`config.mk`:
```
export PLATFORM = sky130hd
export DESIGN_NAME = hifp_rtl_window
export DESIGN_NICKNAME = d
export VERILOG_FILES = /design/src/rtl/hifp_pkg.sv /design/src/rtl/hifp_fold.sv /design/src/rtl/hifp_rtl_window.sv
export SDC_FILE = /design/constraint.sdc
export NUM_CORES = 1
export LEC_CHECK = 0
export BUFFER_PORTS_ARGS = -buffer_cell sky130_fd_sc_hd__clkbuf_2
export CORE_AREA = 4 4 520 522
export DETAILED_ROUTE_END_ITERATION = 16
export DIE_AREA = 0 0 524 526
export HOLD_SLACK_MARGIN = 0.02
export PLACE_DENSITY = 0.3
export REMOVE_ABC_BUFFERS = 1
export SLEW_MARGIN = 20
export SYNTH_ARGS = -nofsm -noshare
export SYNTH_HDL_FRONTEND = slang
export SYNTH_SLANG_ARGS = --single-unit
```
`constraint.sdc`:
```
create_clock -name clock -period 9.25 [get_ports clock]
set_input_delay 0.4625 -clock clock [delete_from_list [all_inputs] [get_ports clock]]
set_output_delay 0.4625 -clock clock [all_outputs]
set_load 0.02 [all_outputs]
```
`src/rtl/hifp_pkg.sv`:
```
// Shared types and helpers for the HIFP window fingerprint block.
// The optional result store-back is enabled with `define HIFP_STORE_EN.
package hifp_pkg;

   typedef enum logic [2:0] {
      S_IDLE,
      S_REQ,
      S_ACC,
      S_ST,
      S_ACK,
      S_OUT
   } state_t;

   localparam int unsigned MODE_SUM    = 0;
   localparam int unsigned MODE_HASH   = 1;
   localparam int unsigned ROT_DEFAULT = 5;

   // 32-bit left rotate; amount taken modulo 32
   function automatic logic [31:0] rotl(input logic [31:0] x, input int unsigned n);
      int unsigned s;
      s = n % 32;
      return (s == 0) ? x : ((x << s) | (x >> (32 - s)));
   endfunction

endpackage

```
`src/rtl/hifp_fold.sv`:
```
// Combinational one-beat fold: lanes are folded lane 0 first by wrapping sum
// or rotate-XOR hash.
module hifp_fold
   import hifp_pkg::*;
#(
   parameter int unsigned DATA_W = 32,
   parameter int unsigned MEM_W  = 512,
   parameter int unsigned MODE   = MODE_HASH,
   parameter int unsigned ROT    = ROT_DEFAULT
) (
   input  logic [DATA_W-1:0] acc_in,
   input  logic [MEM_W-1:0]  beat,
   output logic [DATA_W-1:0] acc_out
);

   localparam int unsigned LANES = MEM_W / DATA_W;

   logic [DATA_W-1:0] acc_v;
   logic [DATA_W-1:0] word;

   always_comb begin
      acc_v = acc_in;
      word  = '0;
      for (int unsigned i = 0; i < LANES; i++) begin
         word = beat[i*DATA_W +: DATA_W];
         if (MODE == MODE_SUM)
            acc_v = acc_v + word;
         else
            acc_v = ((acc_v << ROT) | (acc_v >> (DATA_W - ROT))) ^ word;
      end
      acc_out = acc_v;
   end

endmodule

```
`src/rtl/hifp_rtl_window.sv`:
```
// Window fingerprint: burst-reads WIN_BEATS beats, folds them into one word and
// returns it on the kernel stream; `define HIFP_STORE_EN adds the write-back.
module hifp_rtl_window
   import hifp_pkg::*;
#(
   parameter int unsigned DATA_W    = 32,
   parameter int unsigned MEM_W     = 512,
   parameter int unsigned WIN_BEATS = 4,
   parameter int unsigned MODE      = MODE_HASH,
   parameter int unsigned ROT       = ROT_DEFAULT
) (
   input  logic                 clock,
   input  logic                 reset,
   input  logic                 m_valid_in,
   output logic                 m_ready_out,
   input  logic [31:0]          m_input_global_id_0,
   input  logic [31:0]          m_input_wave,
   input  logic [31:0]          m_input_global_size_0,
   input  logic [31:0]          m_input_fpid,
   output logic [DATA_W-1:0]    m_output_0,
   output logic                 m_valid_out,
   input  logic                 m_ready_in,
   output logic [31:0]          avm_local_bb1_ld__address,
   output logic                 avm_local_bb1_ld__read,
   output logic [4:0]           avm_local_bb1_ld__burstcount,
   input  logic                 avm_local_bb1_ld__waitrequest,
   input  logic [MEM_W-1:0]     avm_local_bb1_ld__readdata,
   input  logic                 avm_local_bb1_ld__readdatavalid,
   output logic [31:0]          avm_local_bb1_st__address,
   output logic                 avm_local_bb1_st__write,
   output logic [MEM_W-1:0]     avm_local_bb1_st__writedata,
   output logic [MEM_W/8-1:0]   avm_local_bb1_st__byteenable,
   input  logic                 avm_local_bb1_st__waitrequest,
   input  logic                 avm_local_bb1_st__writeack
);

   localparam int unsigned LANES      = MEM_W / DATA_W;
   localparam int unsigned BEAT_BYTES = MEM_W / 8;
   localparam int unsigned LANE_BYTES = DATA_W / 8;
   localparam int unsigned WIN_BYTES  = WIN_BEATS * BEAT_BYTES;
   localparam int unsigned BE_W       = MEM_W / 8;
   localparam int unsigned CNT_W      = 5;

   state_t              state;
   logic [DATA_W-1:0]   acc;
   logic [DATA_W-1:0]   acc_next;
   logic [CNT_W-1:0]    beat_cnt;
   logic                last_beat;

   hifp_fold #(
      .DATA_W (DATA_W),
      .MEM_W  (MEM_W),
      .MODE   (MODE),
      .ROT    (ROT)
   ) u_fold (
      .acc_in  (acc),
      .beat    (avm_local_bb1_ld__readdata),
      .acc_out (acc_next)
   );

   assign avm_local_bb1_ld__burstcount = 5'(WIN_BEATS);
   assign last_beat = (beat_cnt == CNT_W'(WIN_BEATS - 1));

`ifdef HIFP_STORE_EN
   logic [31:0]      id_q;
   logic [31:0]      wave_q;
   logic [31:0]      size_q;
   logic [31:0]      lane_c;
   logic [31:0]      st_addr_c;
   logic [BE_W-1:0]  be_c;

   // result region follows all windows; each item owns one DATA_W lane
   assign lane_c    = id_q % 32'(LANES);
   assign st_addr_c = wave_q + size_q * 32'(WIN_BYTES) + (id_q / 32'(LANES)) * 32'(BEAT_BYTES);
   assign be_c      = BE_W'({LANE_BYTES{1'b1}}) << (lane_c * 32'(LANE_BYTES));
`else
   logic unused_st;
   assign unused_st = ^{avm_local_bb1_st__waitrequest, avm_local_bb1_st__writeack,
                        m_input_global_size_0};

   assign avm_local_bb1_st__address    = '0;
   assign avm_local_bb1_st__write      = 1'b0;
   assign avm_local_bb1_st__writedata  = '0;
   assign avm_local_bb1_st__byteenable = '0;
`endif

   // Control FSM with registered stream and Avalon outputs
   always_ff @(posedge clock or posedge reset) begin
      if (reset) begin
         state                     <= S_IDLE;
         m_ready_out               <= 1'b1;
         m_valid_out               <= 1'b0;
         m_output_0                <= '0;
         avm_local_bb1_ld__address <= '0;
         avm_local_bb1_ld__read    <= 1'b0;
         acc                       <= '0;
         beat_cnt                  <= '0;
`ifdef HIFP_STORE_EN
         id_q                         <= '0;
         wave_q                       <= '0;
         size_q                       <= '0;
         avm_local_bb1_st__address    <= '0;
         avm_local_bb1_st__write      <= 1'b0;
         avm_local_bb1_st__writedata  <= '0;
         avm_local_bb1_st__byteenable <= '0;
`endif
      end else begin
         case (state)
            S_IDLE: begin
               if (m_valid_in) begin
                  acc                       <= DATA_W'(m_input_fpid);
                  beat_cnt                  <= '0;
                  avm_local_bb1_ld__address <= m_input_wave + m_input_global_id_0 * 32'(WIN_BYTES);
                  avm_local_bb1_ld__read    <= 1'b1;
                  m_ready_out               <= 1'b0;
`ifdef HIFP_STORE_EN
                  id_q   <= m_input_global_id_0;
                  wave_q <= m_input_wave;
                  size_q <= m_input_global_size_0;
`endif
                  state <= S_REQ;
               end
            end
            S_REQ: begin
               if (!avm_local_bb1_ld__waitrequest) begin
                  avm_local_bb1_ld__read <= 1'b0;
                  state                  <= S_ACC;
               end
            end
            S_ACC: begin
               if (avm_local_bb1_ld__readdatavalid) begin
                  acc      <= acc_next;
                  beat_cnt <= beat_cnt + CNT_W'(1);
                  if (last_beat) begin
`ifdef HIFP_STORE_EN
                     avm_local_bb1_st__write      <= 1'b1;
                     avm_local_bb1_st__address    <= st_addr_c;
                     avm_local_bb1_st__writedata  <= {LANES{acc_next}};
                     avm_local_bb1_st__byteenable <= be_c;
                     state                        <= S_ST;
`else
                     m_valid_out <= 1'b1;
                     m_output_0  <= acc_next;
                     state       <= S_OUT;
`endif
                  end
               end
            end
`ifdef HIFP_STORE_EN
            S_ST: begin
               if (!avm_local_bb1_st__waitrequest) begin
                  avm_local_bb1_st__write <= 1'b0;
                  if (avm_local_bb1_st__writeack) begin
                     m_valid_out <= 1'b1;
                     m_output_0  <= acc;
                     state       <= S_OUT;
                  end else begin
                     state <= S_ACK;
                  end
               end
            end
            S_ACK: begin
               if (avm_local_bb1_st__writeack) begin
                  m_valid_out <= 1'b1;
                  m_output_0  <= acc;
                  state       <= S_OUT;
               end
            end
`endif
            S_OUT: begin
               if (m_ready_in) begin
                  m_valid_out <= 1'b0;
                  m_ready_out <= 1'b1;
                  state       <= S_IDLE;
               end
            end
            default: state <= S_IDLE;
         endcase
      end
   end

endmodule

```
## Word-level counts from Yosys, hierarchy flattened

Index checks and enable logic that the tools add are counted.

| storage, ports and cells | value |
|---|---|
| register bits | 107 |
| word-level logic and storage cells | 85 |

| cells by class | value |
|---|---|
| add/sub/neg operators | 2 |
| eq/ne operators | 9 |
| muxes and demuxes | 22 |
| bitwise gates (word level) | 32 |
| reduce and logical (&&, ||, !) cells | 12 |

Operators with widths:

| cell | count |
|---|---|
| $or A32 B5 Y32 | 16 |
| $xor A32 B32 Y32 | 16 |
| $mux W32 | 2 |
| $pmux W32 S2 | 1 |
| $add A32 B32 Y32 | 1 |
| $mux W3 | 5 |
| $pmux W3 S4 | 1 |
| $reduce_and A3 Y1 | 4 |
| $mux W5 | 2 |
| $ne A2 B2 Y1 const B | 5 |
| $pmux W5 S2 | 1 |
| $reduce_bool A2 Y1 | 4 |
| $mux W1 | 7 |
| $pmux W1 S2 | 3 |
| $add A5 B1 Y5 const B | 1 |
| $eq A5 B2 Y1 const B | 1 |
| $reduce_and A5 Y1 | 1 |
| $reduce_and A4 Y1 | 1 |
| $eq A3 B1 Y1 const B | 1 |
| $eq A3 B2 Y1 const B | 1 |
| $eq A3 B3 Y1 const B | 1 |
| $logic_not A3 Y1 | 1 |
| $reduce_and A2 Y1 | 1 |

## Longest topological paths before layout

Gate-level depths: netlist of the first run.

| depth | value |
|---|---|
| word-level depth | 34 |
| mapped depth | 11 |
| mapped depth without buffers | 11 |

## By module

Synthesis of the first run repeated with hierarchy kept, for this count alone.

| unflattened totals | value |
|---|---|
| cells, all modules | 1651 |
| area total of the unflattened synthesis | 14796.7 µm² |

By module, submodules not included:

| module | instances | cells an instance | area an instance (µm²) | seq. area each (µm²) |
|---|---|---|---|---|
| hifp_rtl_window | 1 | 1171 | 10152.2 | 2678.8 |
| hifp_fold | 1 | 480 | 4644.5 | 0.0 |

## Least setup slack after synthesis of the first run

No wires, ideal clock.

| timing | value |
|---|---|
| path type | input port to flip-flop |
| from | input m_input_global_id_0[0] |
| to | register avm_local_bb1_ld__address[26] |
| setup time | 131 ps |
| data arrival time | 2162 ps |
| path slack | 6957 ps |
| cell stages on the path | 11 |
| cells stage by stage | ha_1 inv_1 fa_1 nor2b_1 o31a_1 o22ai_2 o21ai_1 o31ai_1 o21ai_1 xnor2_1 o21ai_1 |

| on the way | value |
|---|---|
| longest elaborated chain between the ends | 1 |

Ends and longest elaborated chain:

| element | RTL line | RTL |
|---|---|---|
| start: declaration | hifp_rtl_window.sv:16 | `input logic [31:0] m_input_global_id_0,` |
| $add A32 B32 Y32 | hifp_rtl_window.sv:113 | `avm_local_bb1_ld__address <= m_input_wave + m_input_global_id_0 * 32'(WIN_BYTES);` |
| end signal: assignment | hifp_rtl_window.sv:113 |  |
| end: declaration | hifp_rtl_window.sv:23 | `output logic [31:0] avm_local_bb1_ld__address,` |

Every way passes these cells.
A chain may end at the register's enable or synchronous reset.

## Worst setup path after layout of the first run

| timing | value |
|---|---|
| from | register state[2] |
| to | register m_output_0[23] |

| on the way | value |
|---|---|
| longest elaborated chain between the ends | 2 |

Ends and longest elaborated chain:

| element | RTL line | RTL |
|---|---|---|
| start: declaration | hifp_rtl_window.sv:44 | `state_t state;` |
| start signal: assignment | hifp_rtl_window.sv:90 | `state <= S_IDLE;` |
| start signal: assignment | hifp_rtl_window.sv:121 | `state <= S_REQ;` |
| start signal: assignment | hifp_rtl_window.sv:127 | `state <= S_ACC;` |
| $eq A3 B2 Y1 | hifp_rtl_window.sv:108 | `case (state)` |
| $reduce_and A3 Y1 (no line) | - |  |
| end signal: assignment | hifp_rtl_window.sv:143 | `m_output_0 <= acc_next;` |
| end: declaration | hifp_rtl_window.sv:20 | `output logic [DATA_W-1:0] m_output_0,` |

Every way passes these cells.

==> impl_metrics.toml, run 1 <==
[status]
outcome = "finished, final reports clean"

[logic_synthesis]
synth.most_common_cell = "buf_4"
netlist_top_cells_count = "buf_4, xnor2_1, nand2_1, dfrtp_1, xor2_1"
ys_warn_count = 0
synth_top_cell_by_area = "buf_4"
synth_cell_types = 49
syn_inst = 1720
synth_flop_cell = "dfrtp_1"
async_flop_share_pct = 100
synth_area_leaders = "buf_4, xnor2_1, dfrtp_1"
synth_edf_count = 0
syn_avg_cell_area_um2 = 8.35
synth.top_cell.area_share_pct = 32.1
yosysSeqAreaShare_pct = 18.6
syn_area_um2 = 14400
synth_seq_cells = 107

[detailed_routing]
drt-vias-per-instance = 1.93
wirelength_um = 73600
drcViolationCount = 0
wl_per_cell_um = 12.4
antenna_left = 0
vias = 11455
first_pass_iters = 4
drt_iter0_markers = 328

[clocking]
cts_hold_buffers = 0
cts_sinks = 107
tritoncts = "built"
worstSkewPairLatency_ns = 0.46
htree_num_levels = 3
ctsResizeCount = 0
numCtsBuffers = 9
clk_pin_slew_ns = 0.11
cts_root_buffer = "clkbuf_16"
cts_setup_buffers = 0
clk_path_buf_depth = 2

[timing]
hold_viol = 0
whs_ns = 0.0815
drv_slew = 0
setup_tns_ns = 0
post-route-min-period_ns = 2.73
finalSetupViolations = 0
worstMarginPinSlew_ns = 0.824
timing.final.crit_share_pct = 29.5
rsz0062_at_grt = "no"
timing.fmax_ghz = 0.366
finalWorstSetupSlack_ns = 6.52
relSlewSlack_pct = 44.7
fin_skew_ns = 0.0276

[finish]
multiInputGateArea_um2 = 9260
area_delta_synth_final_pct = 40.4
drive_gt1_share_pct = 29.7
num-fill-cells = 31284
fin_cells = 5926
regArea_um2 = 2680
nets = 3052

[floorplan]
die_w_um = 524
dieHeight_um = 526
core_um2 = 265000
initial_core_util_pct = 5.42
io_pins = 1329
dieArea_um2 = 276000
std_cell_rows = 189

[place]
pre_cts_slack_ns = 6.29
io_buffers = 672
hpwl_um = 66200
dp_cells = 5901
place.gp.congestion = 0.775

[critical_path]
r2r_start = "state[2]"
critPathKind = "flip-flop to flip-flop"
r2r_cells = 7
setup.worst_path.end_class = "flip-flop"
required_ns = 9.56
startpoint_type = "flip-flop"
rr_endpoint = "m_output_0[23]"
crit_fanout = 44
rrSetupSlack_ns = 6.52
cp_data_arrival_time_ns = 3.04

[run]
drv_cap = 0

[power_and_ir_drop]
leakagePower_nw = 8.68
powerDensity_nw_per_um2 = 179
finalPower_mw = 3.60
vdd_ir_drop_max_v = 0.000101

[global_route]
antenna_found_initial = 36
grt_max_degree = 74
grt_pass1_wl_um = 92900
grtUsageTotal_pct = 5.05
grt_pass1_vias = 11085
grt_overflow = 0

[hold_path]
hp-class = "input port to async pin"
registers in the layout, summed over array words and instances (netlist names):
| register | count |
|---|---|
| acc | 32 |
| avm_local_bb1_ld__address | 32 |
| m_output_0 | 32 |
| beat_cnt | 5 |
| state | 3 |
| avm_local_bb1_ld__read | 1 |
| m_ready_out | 1 |
| m_valid_out | 1 |
critical path, stage by stage, from the launching register on:
cell and delay, ns:
dfrtp_1 0.50, nor2_1 0.30, nand2_4 0.35, nor2_1 0.42
nand2_4 0.30, buf_4 0.39, nand2_1 0.14, o21ai_0 0.09
worst max path at each step:
stage	startpoint	end	slack [ns]	cells past startpoint
floorplan	m_valid_in	acc[0]	5.95	4
global placement	avm_local_bb1_ld__readdata[104]	acc[4]	6.25	9
detailed placement	avm_local_bb1_ld__readdata[104]	acc[4]	6.29	9
CTS	state[2]	m_output_0[23]	6.35	6
global route	state[2]	m_output_0[14]	6.17	7
finish	state[2]	m_output_0[23]	6.52	7
placed cells by master (no fill, tap or decap), types with 5 or more instances in the layout:
cell       count
clkbuf_16      9
o21ai_0       88
inv_1         10
dfrtp_1      106
xnor2_1      429
xor2_1       104
nand2_1      128
o21ai_1       19
nor2_1        46
conb_1       614
ha_1          24
clkbuf_2     672
nand3_1        5
nand2b_1       5
diode_2       10
a21oi_1       53
o31ai_1        5
buf_4          7
cell type report:
cell class | count | area share [%]
Sequential cell | 107 | 13.3
Clock inverter | 6 | 0.323
Timing Repair Buffer | 680 | 17.1
Antenna cell | 10 | 0.124
Inverter | 11 | 0.242
Tap cell | 3533 | 21.9
Multi-Input combinational cell | 1570 | 45.9
Clock buffer | 9 | 1.12
routing by layer:
layer	up-vias	global-route usage [%]	routed length [um]
li1	5513	-	-
met1	5008	5.12	25700
met2	842	9.64	39100
met3	82	1.79	7550
met4	10	1.34	1190
met5	-	0	54
logic make-up (layout without fill, tap and decap cells):
| group | count (synthesis) | in the layout | synth area share [%] |
|---|---|---|---|
| AO/OA/AOI/OAI | 195 | 195 | 7.63 |
| XOR/XNOR | 534 | 534 | 32.6 |
| AND/OR/NAND/NOR | 202 | 202 | 5.72 |
| other | 2 | 624 | 0.0523 |
| adder cells (fa/ha/maj) | 25 | 25 | 2.23 |
| flip-flops | 107 | 107 | 18.6 |
| buffers and inverters | 655 | 706 | 33.2 |
where the power goes:
group	switching [mW]	internal [mW]	total (mW)
Sequential	0.143	0.651	0.794
Combinational	1.51	0.813	2.32
Clock	0.294	0.193	0.487
Total	1.95	1.66	3.60
stage by stage:
stage | utilization, % | cell area [um2]
final | 7.61 | 20200
after detailed placement | 7.49 | 19900
after CTS | 7.60 | 20100
after global routing | 7.60 | 20100
after floorplan | - | 11900
after global placement | 7.48 | 19800
Power figures use the tool's default switching activity.
==> run 2, diff against run 1 <==
- clock period: 9.25 -> 2.8 ns (I/O delays scaled with it)
==> run 2 against run 1 <==
Sequential share of layout area down 0.41 points. Via count increased by 1.5%. Clock skew up 0.012 ns. Largest power group unchanged. Critical path depth rose by 6. Cell area increased by 3.1%. Power grew to 3.4 times the previous value. Largest cell class unchanged. Critical endpoint is now avm_local_bb1_ld__address[30]. Clock power rose to 3.6 times the previous value.
==> impl_metrics.toml, run 2 (same netlist as run 1, synthesis figures left out) <==
[detailed_routing]
wirelength_um = 74400
wl_per_cell_um = 12.4
drcViolationCount = 0
drt-vias-per-instance = 1.94
drt_iter0_markers = 334
antenna_left = 0
first_pass_iters = 4
vias = 11632

[power_and_ir_drop]
vdd_ir_drop_max_v = 0.000314
powerDensity_nw_per_um2 = 590
leakagePower_nw = 8.97

[timing]
relSlewSlack_pct = 44.9
rsz0062_at_grt = "no"
finalWorstSetupSlack_ns = 0.374
timing.final.crit_share_pct = 86.7
post-route-min-period_ns = 2.43
hold_viol = 0
fin_skew_ns = 0.0396
drv_slew = 0
finalSetupViolations = 0
timing.fmax_ghz = 0.412
worstMarginPinSlew_ns = 0.820

[critical_path]
path_cells = "dlygate4sd3_1 -> clkbuf_2 -> ha_1 -> inv_1 -> fa_1 -> nor2b_1 -> o31a_1 -> o22ai_2 -> o21ai_1 -> a21oi_1 -> o21ai_1 -> xnor2_1 -> o21ai_1"
timing.critical_path.buf_inv = 3
cpMostUsedCell = "o21ai_1"
r2r_cells = 7
rrSetupSlack_ns = 0.57
startpoint_type = "input port"
critPathKind = "input port to flip-flop"
crit_fanout = 3
cp_top_family = "compound AO/OA/AOI/OAI gates"
cp_data_arrival_time_ns = 2.77
rr_endpoint = "acc[22]"
required_ns = 3.14
setup.worst_path.end_class = "flip-flop"
slowest_stage = "dlygate4sd3_1"
cpPeakStageDelay_ns = 0.53
r2r_start = "acc[6]"

[floorplan]
dieArea_um2 = 276000
die_w_um = 524
core_um2 = 265000
std_cell_rows = 189
initial_core_util_pct = 5.42
io_pins = 1329
dieHeight_um = 526

[clocking]
cts_setup_buffers = 0
numCtsBuffers = 9
tritoncts = "built"
clk_path_buf_depth = 2
cts_root_buffer = "clkbuf_16"
cts_sinks = 107
htree_num_levels = 3
worstSkewPairLatency_ns = 0.47
clk_pin_slew_ns = 0.13

[run]
drv_cap = 0

[hold_path]
worstHoldEndpoint = "acc[27]"
hp-class = "input port to flip-flop"
min_path_cells = 4
min_from = "m_input_fpid[27]"

[finish]
final_common_cell = "clkbuf_2"
final_area_um2 = 20800
drive_gt1_share_pct = 29.6
area_delta_synth_final_pct = 44.8
reg_top3 = "acc (32), avm_local_bb1_ld__address (32), m_output_0 (32)"
final_cell_mix = "clkbuf_2, conb_1, xnor2_1"
nets = 3114

[status]
outcome = "finished, final reports clean"

[global_route]
grt_pass1_wl_um = 95000
grt_pass1_vias = 11596
grt_max_degree = 68
grtUsageTotal_pct = 5.11
antenna_found_initial = 29
grt_overflow = 0

[place]
hpwl_um = 66400
pre_cts_slack_ns = 0.349
io_buffers = 672
place.gp.congestion = 0.772
placed_area_um2 = 20000
-- run 2: layout make-up --
class / count / area [um2]
clock inverters: 6 / 80.1
fillers: 31210 / 244000
multi-input cells: 1570 / 9260
flip-flops and latches: 107 / 2680
clock buffers: 10 / 229
diodes: 11 / 27.5
repair buffers: 742 / 4060
inverters: 11 / 48.8
well taps: 3533 / 4420
-- run 2: worst max path at each step --
stage / startpoint / end / slack, ns / cells after the start
after floorplan: state[2] / acc[0] / -0.48 / 4
after global placement: avm_local_bb1_ld__readdata[104] / acc[4] / 0.26 / 10
after detailed placement: avm_local_bb1_ld__readdata[104] / acc[4] / 0.35 / 10
after CTS: acc[6] / acc[22] / 0.37 / 7
after global routing: m_input_wave[8] / avm_local_bb1_ld__address[26] / 0.21 / 13
final: m_input_wave[8] / avm_local_bb1_ld__address[30] / 0.37 / 13
-- run 2: routing by layer --
| layer | routed length (um) | up-vias | track usage [%] | part of all wire (%) |
|---|---|---|---|---|
| li1 | - | 5648 | - | - |
| met1 | 27600 | 5124 | 5.47 | 37 |
| met5 | 41 | - | 0 | 0.055 |
| met3 | 6870 | 60 | 1.67 | 9.2 |
| met2 | 39100 | 794 | 9.72 | 53 |
| met4 | 792 | 6 | 0.900 | 1.1 |
-- run 2: report_power, final --
group          leakage (nW)  internal [mW]  switching, mW
logic                  7.45           2.94           4.98
clock network         0.147          0.718           1.03
registers              1.38           2.15          0.466
total                  8.97           5.81           6.47
-- run 2: per-stage QoR --
stage	utilization, %	setup TNS (ns)	total power [mW]	hold WS [ns]	instances
floorplan	-	-43.31	7.30	0.236	1688
global placement	7.54	0	11.0	0.308	5916
detailed placement	7.54	0	11.0	0.305	5916
CTS	7.84	0	13.1	0.0204	5979
global route	7.84	0	13.6	0.0740	5980
finish	7.85	0	12.3	0.0857	5990
-- run 2: worst reg2reg max path: cells and delay by family, from the launching register on --
| kind | cells | cell delay [ns] |
|---|---|---|
| xor gates and xnor gates | 4 | 1.19 |
| DFF | 1 | 0.46 |
| AOI/OAI and AO/OA | 2 | 0.39 |
| and+or+nand+nor | 1 | 0.07 |
-- run 2: timing repair --
action | CTS | global route
gates resized for setup | 0 | 0
endpoints found under the hold margin | 104 | 0
hold buffers | 47 | 0
==> run 3, diff against run 2 <==
- CORE_AREA: 4 4 520 522 -> 4 4 512 514
- DIE_AREA: 0 0 524 526 -> 0 0 516 518
- clock period: 2.8 -> 2.1 ns (I/O delays scaled with it)
==> run 3 against run 2 <==
Combinational power grew 43%. Non-clock buffer count grew 59. Clock power grew 30%. Global-route usage grew 0.72 points. First-iteration DRC count grew 7.5%. Worst hold slack gained 0.0026 ns. Via count grew 1.8%. Critical path type is now flip-flop to flip-flop.
==> impl_metrics.toml, run 3 (same netlist as run 1, synthesis figures left out) <==
[power_and_ir_drop]
vdd_ir_drop_max_v = 0.000451
internal_power_mw = 8.41
p_sw_mw = 8.67
leakagePower_nw = 9.30
finalPower_mw = 17.1
swShare_pct = 50.8
power_frac_comb_pct = 66.3
p_seq_share_pct = 20.5
p_clk_share_pct = 13.3
powerDensity_nw_per_um2 = 808

[detailed_routing]
vias = 11838
wl_met3_um = 7890
drcViolationCount = 0
first_pass_iters = 4
wirelength_um = 80900
wl_per_cell_um = 13.7
wl_met1_um = 26300
antenna_left = 0
highest_layer = "met5"
wl_met2_um = 45300
drt-vias-per-instance = 2.01
drt_iter0_markers = 359

[timing]
relSlewSlack_pct = 65.3
rsz0062_at_grt = "no"
fin_skew_ns = 0.0299
post-route-min-period_ns = 1.91
hold_viol = 0
finalSetupViolations = 0
finalWorstSetupSlack_ns = 0.192
timing.fmax_ghz = 0.524
drv_slew = 0
worstMarginPinSlew_ns = 0.517
timing.final.crit_share_pct = 90.9

[floorplan]
die_w_um = 516
io_pins = 1329
dieArea_um2 = 267000
dieHeight_um = 518
initial_core_util_pct = 5.59
std_cell_rows = 186
core_um2 = 257000

[status]
outcome = "finished, final reports clean"

[place]
io_buffers = 672
hpwl_um = 74900
place.gp.congestion = 0.759
pre_cts_slack_ns = -0.192

[critical_path]
setup.worst_path.end_class = "flip-flop"
crit_fanout = 11
required_ns = 2.50
startpoint_type = "flip-flop"
critPathKind = "flip-flop to flip-flop"
cp_data_arrival_time_ns = 2.30

[hold_path]
hp-class = "input port to flip-flop"

[global_route]
grt_overflow = 0
grt_max_degree = 46
grt_pass1_vias = 11927
antenna_found_initial = 49
grt_pass1_wl_um = 103000
grtUsageTotal_pct = 5.83

[finish]
area_delta_synth_final_pct = 47.1
reg_top3 = "acc (32), avm_local_bb1_ld__address (32), m_output_0 (32)"
final_common_cell = "clkbuf_2"
nets = 3173
final_cell_mix = "clkbuf_2, conb_1, xnor2_1"
drive_gt1_share_pct = 31.2

[clocking]
cts_root_buffer = "clkbuf_16"
clk_path_buf_depth = 2
worstSkewPairLatency_ns = 0.47
numCtsBuffers = 9
clk_pin_slew_ns = 0.10
cts_sinks = 107
tritoncts = "built"
htree_num_levels = 3

[run]
drv_cap = 0
-- run 3: what timing repair did --
item	4_1_cts	5_1_grt
hold buffers	48	0
setup endpoints to repair	1	12
buffers inserted	0	0
endpoints found under the hold margin	155	0
resized for setup	1	1
-- run 3: worst max-delay path: stages (launching register included) --
cell,delay [ns]
dfrtp_1,0.45
nand2b_1,0.21
or3_2,0.63
a211oi_2,0.32
buf_4,0.16
a21o_1,0.07
-- run 3: area by class of cell --
cell class                 instances  area, um2
clock buffer                      10        229
tap                             3384       4230
timing repair buffer             801       4560
sequential                       107       2680
antenna                            8       20.0
multi-input combinational       1570       9260
fill                           30224     236000
clock inverter                     6        103
inverter                          11       48.8
-- run 3: routing by layer --
| layer | vias up | global-route usage (%) |
|---|---|---|
| met4 | 22 | 1.25 |
| li1 | 5748 | - |
| met3 | 101 | 2.11 |
| met1 | 5139 | 5.46 |
| met5 | - | 0 |
| met2 | 828 | 11.8 |
-- run 3: path summary, 6_finish.rpt --
kind / from / endpoint / slack [ns] / depth (start not counted)
min: m_input_fpid[0] / acc[0] / 0.09 / 4
min reg2reg: avm_local_bb1_ld__address[8] / avm_local_bb1_ld__address[8] / 0.48 / 2
max: state[0] / avm_local_bb1_ld__address[12] / 0.19 / 5
max in group asynchronous: reset / m_ready_out / 1.32 / 4
max reg2reg: state[0] / avm_local_bb1_ld__address[12] / 0.19 / 5
min in group asynchronous: reset / avm_local_bb1_ld__address[24] / 0.20 / 3
-- run 3: stage by stage --
stage	instances	TNS (ns)	util (%)	cell area (um2)	hold WS, ns
2_1_floorplan	1688	-161.77	-	11900	0.201
3_3_place_gp	5825	-1.52	7.90	20300	0.138
3_5_place_dp	5825	-1.24	7.90	20300	0.145
4_1_cts	5889	0	8.22	21100	0.0216
5_1_grt	5889	0	8.22	21100	0.0472
6_report	5897	0	8.23	21100	0.0883
-- run 3: power by group through the flow --
stage / clock, mW / combinational [mW] / sequential [mW]
finish: 2.26 / 11.3 / 3.50
global route: 2.56 / 12.8 / 3.65
CTS: 2.56 / 12.1 / 3.56
detailed placement: 0 / 11.9 / 3.60
global placement: 0 / 11.9 / 3.59
floorplan: 0 / 5.80 / 3.93
